**src/rtl/flk_pkg.sv**
```systemverilog
// Shared types and defaults for the flick-button conditioner.
package flk_pkg;

  typedef enum logic [1:0] {
    IDLE     = 2'd0,
    CHK_HIGH = 2'd1,
    PRESSED  = 2'd2,
    CHK_LOW  = 2'd3
  } flk_state_t;

  localparam int unsigned FLK_DEBOUNCE_DEFAULT = 1_000_000;
  localparam int unsigned FLK_REPEAT_DEFAULT   = 50_000_000;

  function automatic int unsigned flk_max(input int unsigned a, input int unsigned b);
    return (a > b) ? a : b;
  endfunction

endpackage

```
**src/rtl/flk_sync.sv**
```systemverilog
// Generic two-flop synchroniser for an asynchronous single-bit input.
// Synchronous active-low reset clears both stages; output lags input by two clk edges.
module flk_sync (
  input  logic clk_i,
  input  logic rst_ni,
  input  logic d_i,
  output logic q_o
);

  logic meta_q;
  logic sync_q;

  always_ff @(posedge clk_i) begin
    if (!rst_ni) begin
      meta_q <= 1'b0;
      sync_q <= 1'b0;
    end else begin
      meta_q <= d_i;
      sync_q <= meta_q;
    end
  end

  assign q_o = sync_q;

endmodule

```
**src/rtl/flk_conditioner.sv**
```systemverilog
// Flick button conditioner: sync, debounce FSM, held request acknowledged by sample_tick.
// Optional autorepeat while held is enabled by defining FLK_AUTOREPEAT_EN.
module flk_conditioner
  import flk_pkg::*;
#(
  parameter int unsigned DEBOUNCE_CYCLES = FLK_DEBOUNCE_DEFAULT,
  parameter int unsigned REPEAT_CYCLES   = FLK_REPEAT_DEFAULT,
  parameter int unsigned CNT_W           = $clog2(flk_max(DEBOUNCE_CYCLES, REPEAT_CYCLES) + 1)
) (
  input  logic clk,
  input  logic rst,
  input  logic flk_raw,
  input  logic sample_tick,
  output logic flk,
  output logic flk_level,
  output logic ovr
);

  localparam logic [CNT_W-1:0] CNT_ONE  = CNT_W'(1);
  localparam logic [CNT_W-1:0] CNT_LAST = CNT_W'(DEBOUNCE_CYCLES - 1);

  logic             s;
  flk_state_t       state_q, state_d;
  logic [CNT_W-1:0] cnt_q, cnt_d;
  logic             flk_q, flk_d;
  logic             ovr_q, ovr_d;
  logic             press_acc;
  logic             set_evt;

  flk_sync u_sync (
    .clk_i  (clk),
    .rst_ni (rst),
    .d_i    (flk_raw),
    .q_o    (s)
  );

  always_ff @(posedge clk) begin
    if (!rst) begin
      state_q <= IDLE;
      cnt_q   <= '0;
    end else begin
      state_q <= state_d;
      cnt_q   <= cnt_d;
    end
  end

  // cnt only advances inside a CHK state and is cleared on every exit, so it never passes CNT_LAST
  always_comb begin
    state_d   = state_q;
    cnt_d     = cnt_q;
    press_acc = 1'b0;
    case (state_q)
      IDLE: begin
        if (s) begin
          state_d = CHK_HIGH;
          cnt_d   = CNT_ONE;
        end
      end
      CHK_HIGH: begin
        if (!s) begin
          state_d = IDLE;
          cnt_d   = '0;
        end else if (cnt_q == CNT_LAST) begin
          state_d   = PRESSED;
          cnt_d     = '0;
          press_acc = 1'b1;
        end else begin
          cnt_d = cnt_q + CNT_ONE;
        end
      end
      PRESSED: begin
        if (!s) begin
          state_d = CHK_LOW;
          cnt_d   = CNT_ONE;
        end
      end
      CHK_LOW: begin
        if (s) begin
          state_d = PRESSED;
          cnt_d   = '0;
        end else if (cnt_q == CNT_LAST) begin
          state_d = IDLE;
          cnt_d   = '0;
        end else begin
          cnt_d = cnt_q + CNT_ONE;
        end
      end
      default: begin
        state_d = IDLE;
        cnt_d   = '0;
      end
    endcase
  end

  always_comb begin
    flk_level = (state_q == PRESSED) || (state_q == CHK_LOW);
  end

`ifdef FLK_AUTOREPEAT_EN
  localparam logic [CNT_W-1:0] RPT_LAST = CNT_W'(REPEAT_CYCLES - 1);

  logic [CNT_W-1:0] rpt_q, rpt_d;
  logic             rpt_evt;

  // CHK_LOW freezes the count so a bounce back to PRESSED resumes the period
  always_comb begin
    rpt_d   = '0;
    rpt_evt = 1'b0;
    case (state_q)
      PRESSED: begin
        if (rpt_q == RPT_LAST) begin
          rpt_evt = 1'b1;
          rpt_d   = '0;
        end else begin
          rpt_d = rpt_q + CNT_ONE;
        end
      end
      CHK_LOW: rpt_d = rpt_q;
      default: rpt_d = '0;
    endcase
  end

  always_ff @(posedge clk) begin
    if (!rst) begin
      rpt_q <= '0;
    end else begin
      rpt_q <= rpt_d;
    end
  end

  assign set_evt = press_acc | rpt_evt;
`else
  assign set_evt = press_acc;
`endif

  // A new request beats a same-edge acknowledge: the tick consumed the older one
  always_comb begin
    flk_d = flk_q;
    ovr_d = ovr_q;
    if (set_evt) begin
      flk_d = 1'b1;
      ovr_d = ovr_q | flk_q;
    end else if (sample_tick && flk_q) begin
      flk_d = 1'b0;
    end
  end

  always_ff @(posedge clk) begin
    if (!rst) begin
      flk_q <= 1'b0;
      ovr_q <= 1'b0;
    end else begin
      flk_q <= flk_d;
      ovr_q <= ovr_d;
    end
  end

  assign flk = flk_q;
  assign ovr = ovr_q;

endmodule

```
**config.mk**
```make
export PLATFORM = sky130hd
export DESIGN_NAME = flk_conditioner
export DESIGN_NICKNAME = d
export VERILOG_FILES = /design/src/rtl/flk_pkg.sv /design/src/rtl/flk_sync.sv /design/src/rtl/flk_conditioner.sv
export SDC_FILE = /design/constraint.sdc
export NUM_CORES = 1
export LEC_CHECK = 0
export ABC_AREA = 1
export BUFFER_PORTS_ARGS = -buffer_cell sky130_fd_sc_hd__buf_2
export CAP_MARGIN = 20
export CORE_MARGIN = 2
export CORE_UTILIZATION = 55
export CTS_CLUSTER_DIAMETER = 200
export DETAILED_ROUTE_END_ITERATION = 8
export PLACE_DENSITY = 0.82
export RECOVER_POWER = 50
export SETUP_SLACK_MARGIN = 0.1
export SLEW_MARGIN = 30
export SYNTH_ARGS = -nofsm -noshare
export SYNTH_HDL_FRONTEND = slang
export SYNTH_SLANG_ARGS = --single-unit
export TNS_END_PERCENT = 100
```
**constraint.sdc**
```tcl
create_clock -name clk -period 1.72 [get_ports clk]
set_input_delay 0.43 -clock clk [delete_from_list [all_inputs] [get_ports clk]]
set_output_delay 0.43 -clock clk [all_outputs]
set_load 0.01 [all_outputs]
```
Word level (Yosys, flattened, before mapping)
Cells that the tools add are included.

word-level totals
  flip-flop bits (word level) = 32
  output and inout port bits = 3
  logic and storage cells = 40

cells by class
  $add $sub $neg = 1
  equality and inequality tests = 8
  multiplexer cells = 18
  bitwise logic cells = 1
  reductions and logical operators = 6

operators by type and width
  cell                                                   number
  two-way mux 26 bit                                     5
  one-hot mux 26 bit (4 select lines)                    1
  adder 26 x 1 -> 26 bit, second input constant          1
  equality test 26 x 20 -> 1 bit, second input constant  1
  two-way mux 2 bit                                      6
  one-hot mux 2 bit (4 select lines)                     1
  two-way mux 1 bit                                      5
  equality test 2 bit, second input constant             2
  AND reduction 4 bit                                    1
  != test 3 x 2 -> 1 bit, second input constant          1
  != test 3 bit, second input constant                   1
  equality test 2 x 1 -> 1 bit, second input constant    1
  logical NOT 2 bit                                      1
  != test 2 x 1 -> 1 bit, second input constant          1
  != test 2 bit, second input constant                   1
  AND reduction 2 bit                                    1
  nonzero test 2 bit                                     1
  logical AND 1 bit                                      1
  logical OR 1 bit                                       1
  OR 1 bit                                               1

Depth between registers and ports, before layout
  depth after elaboration = 5
  gate-level depth with buffers = 10
  depth with buffers taken out = 10

Cells and area by module
A second synthesis with hierarchy kept.

second synthesis, totals
  cells, all modules = 350
  area total of the unflattened synthesis = 2172.1 um2

modules (own cells, without submodules)
  module           instances  cells an instance  area each (um2)  seq. area each (um2)
  flk_conditioner  1          344                2117.0           600.6
  flk_sync         1          6                  55.1             40.0

Worst setup path before layout
OpenSTA, ideal clock, no wires.

  kind = register to register
  start = register cnt_q[0]
  end = register cnt_q[17]
  setup time = 0.112 ns
  arrival = 1.383 ns
  required time = 1.608 ns
  setup slack = 0.226 ns
  cell stages (with the launch flop) = 10
  clock period less this slack = 1.494 ns
  cell sequence = dfxtp_1 -> ha_1 -> nand3_2 -> nor2_2 -> nand2_1 -> nor2_4 -> nor2_8 -> buf_6 -> a21oi_2 -> nor2_1

on the way
  longest elaborated chain between the ends = 4
  elaborated cells between the ends (all ways) = 6
  classes of those cells = add/sub: 1; eq/ne: 1; mux: 4

RTL lines
  element                                                                   RTL line                                      source
  from (decl)                                                               flk_conditioner.sv:24                         logic [CNT_W-1:0] cnt_q, cnt_d;
  from (signal assigned)                                                    flk_conditioner.sv:43                         cnt_q <= cnt_d;
  adder 26 x 1 -> 26 bit or equality test 26 x 20 -> 1 bit (tied branches)  --
  two-way mux 26 bit (*)                                                    flk_conditioner.sv:63, flk_conditioner.sv:81
  two-way mux 26 bit (on tied branches)                                     flk_conditioner.sv:78, flk_conditioner.sv:60
  one-hot mux 26 bit (4 select lines) (*)                                   flk_conditioner.sv:52                         case (state_q)

Mark *: on every way between the ends. The rest lies on a longest branch, timed or not.
A chain may end at the register's enable or synchronous reset.

==> results.cfg <==
[run_status]
status = completed

[logic_synthesis]
synth_edf_count = 0
synth.distinct_cells = 29
synth_area_um2 = 2039
ys_seq_elements = 32
yosysWarnings = 0
syn_area_per_cell_um2 = 6.161
ys_seq_area_share_pct = 31.41
synth_area_leaders = dfxtp_1, nand2_1, inv_1
synthFlopType = dfxtp_1
synth_cells = 331
yosysTopAreaCell = dfxtp_1
synth_top_area_share_pct = 31.41
syn_nets = 336
synthArstFlopShare_pct = 0

[detailed_routing]
dr_total_vias = 2089
routed_via_density = 5.329
dr.pass1.iters = 4
drtIter0Drc = 121
detail-route-antenna-nets = 0
wire_per_inst_um = 12.45
drt-total-wl_um = 4879
drc = 0

[clock_tree]
clk_path_buf_depth = 2
insertion_delay_ns = 0.28
clkSlewWorstSetupHoldPaths_ns = 0.07
cts_buffers = 5
cts_root_buf = clkbuf_8
h-tree-depth = 2
cts_tree = done
clkSinkCount = 32

[global_routing]
grt_max_degree = 20
grtUsageTotal_pct = 23.79
overflow = 0
grt_pass1_vias = 1802
antenna_found_initial = 0
grt_pass1_wl_um = 7859

[place]
dp_hpwl_um = 3237
gp_congestion = 0.9024
port_buffers = 6

[critical_path]
cp_slowest_cell = dfxtp_4
crit_arrival_ns = 1.69
worstSetupPathType = flip-flop to flip-flop
r2r_setup_slack_ns = 0.20
cp_max_fo = 4
start_kind = flip-flop
end_kind = flip-flop
cp.required_ns = 1.89
crit_chain = ha_4, nand2_2, nor2_4, nand2_2, nor2_4, nand4_1, o21ai_1, nor2_1
slowest_delay_ns = 0.37

[final_layout]
multi_input_area_um2 = 1245
nNetsFinal = 348
drive_gt1_share_pct = 16.57
ff_latch_area_um2 = 654.4
nFillCells = 322
antenna_cells = 0
area_growth_syn_to_layout_pct = 12.88

[timing]
fmax_ghz = 0.6558
min_period_over_period_pct = 88.65
maxSlewHeadroom_pct = 48.53
report.final.slew_viol_count = 0
finalSetupTns_ns = 0
finalClockSkew_ns = 0.004926
rsz0062_at_grt = no
min_period_ns = 1.525
final-hold-violation-count = 0
final-setup-viol-count = 0
tightest_slew_ns = 0.7721

[floorplanning]
dieArea_um2 = 4211
boundaryPins = 7
core-area_um2 = 3606
die_height_um = 64.90
row_count = 22
fp.dieW_um = 64.90
initial_core_util_pct = 56.56

[hold_path]
hold_path_class = input pin to flip-flop

[power_and_ir_drop]
ir_worst_vdd_mv = 0.5223
power_density_nw_per_um2 = 608.5
leakage_nw = 0.8673
power_mw = 1.401

[flow_run]
cap_violations = 0
## placed cells by master, fill, tap and decap left out, types with 2 or more instances in the layout
cell	instances
nor3_1	2
nor2_2	6
nand2_1	103
o21bai_1	2
a21oi_1	19
dfxtp_2	5
nand3_2	4
clkbuf_8	6
nand4_1	7
dfxtp_4	2
dfxtp_1	25
buf_4	7
inv_1	44
nand2_4	2
nand3_1	27
nand2_2	3
o21ai_0	15
buf_2	2
a21oi_2	4
nor2_1	32
nor2_4	9
clkbuf_1	5
clkinv_2	2
xor2_1	2
## cells in the mapped netlist, types with 2 or more instances
library cell  number
nand2_1          105
inv_1             44
nor2_1            35
dfxtp_1           32
nand3_1           27
a21oi_1           19
o21ai_0           16
nor2_2             9
nand4_1            7
buf_2              5
nand3_2            5
a21oi_2            4
nor3_1             3
clkbuf_1           2
nand2_4            2
o21bai_1           2
xor2_1             2
## flip-flops by register name, summed over array words and instances, names as in the netlist, named ones only
signal,flops
cnt_q,26
flk,1
ovr,1
state_q,1
u_sync.meta_q,1
u_sync.q_o,1
## final timing paths
path / start / to / cells after the start
max reg2reg: cnt_q[1]$_SDFFE_PN0P_ / flip-flop / 8
max: cnt_q[1]$_SDFFE_PN0P_ / flip-flop / 8
min reg2reg: u_sync.meta_q$_SDFF_PN0_ / u_sync.q_o$_SDFF_PN0_ / 2
min: flk_raw / u_sync.meta_q$_SDFF_PN0_ / 3
## power breakdown
group	internal (mW)	leakage, nW	switching (mW)
combinational	0.0160	0.554	0.0376
sequential	0.743	0.262	0.00521
clock	0.319	0.0510	0.281
total	1.08	0.867	0.323
## layer usage
layer | vias to the layer above | wire, um | GRT usage, %
met5 | - | 0 | 0
met4 | 0 | 122 | 8.777
met3 | 14 | 375 | 4.340
met2 | 77 | 2232 | 39.82
met1 | 929 | 2149 | 30.39
li1 | 1069 | - | -
## timing repair
| item | 4_1_cts | 5_1_grt |
|---|---|---|
| pin swaps | 0 | 8 |
| setup buffers | 0 | 1 |
| gates cloned | 0 | 1 |
| gates resized for setup | 1 | 25 |
| hold buffers | 0 | 0 |
| endpoints found under the setup margin | 1 | 26 |
## logic make-up (layout without fill, tap and decap cells)
logic type / count (synthesis) / after routing / synth area share, %
fa+ha+maj: 1 / 1 / 0.6134
buf+inv: 55 / 67 / 10.98
flops: 32 / 32 / 31.41
compound gates: 43 / 43 / 11.84
xor+xnor: 3 / 3 / 1.289
simple gates: 197 / 198 / 43.87
## per-stage QoR
step	setup slack [ns]	utilization [%]	cell area (um2)	cells	hold slack, ns
after detailed placement	0.1138	58.99	2127	382	0.4051
after global routing	0.05941	63.84	2302	392	0.3428
after CTS	0.1208	61.62	2222	390	0.3478
final	0.1952	63.84	2302	392	0.3526
after global placement	0.1601	58.99	2127	382	0.4034
after floorplan	0.2255	-	2039	331	0.3905
## layout make-up
| type | instances | area share [%] |
|---|---|---|
| repair buffers | 14 | 3.533 |
| clock inverters | 2 | 0.4348 |
| inverters | 45 | 7.337 |
| multi-input cells | 245 | 54.08 |
| well taps | 48 | 2.609 |
| clock buffers | 6 | 3.587 |
| flip-flops and latches | 32 | 28.42 |
## critical path: cells and delay by family, from the launching register on
kind            cells  cell delay, ns
fa+ha+maj           1            0.16
flops               1            0.37
simple gates        6            0.70
compound gates      1            0.19
Note: power is estimated with default switching activity, not from simulation.
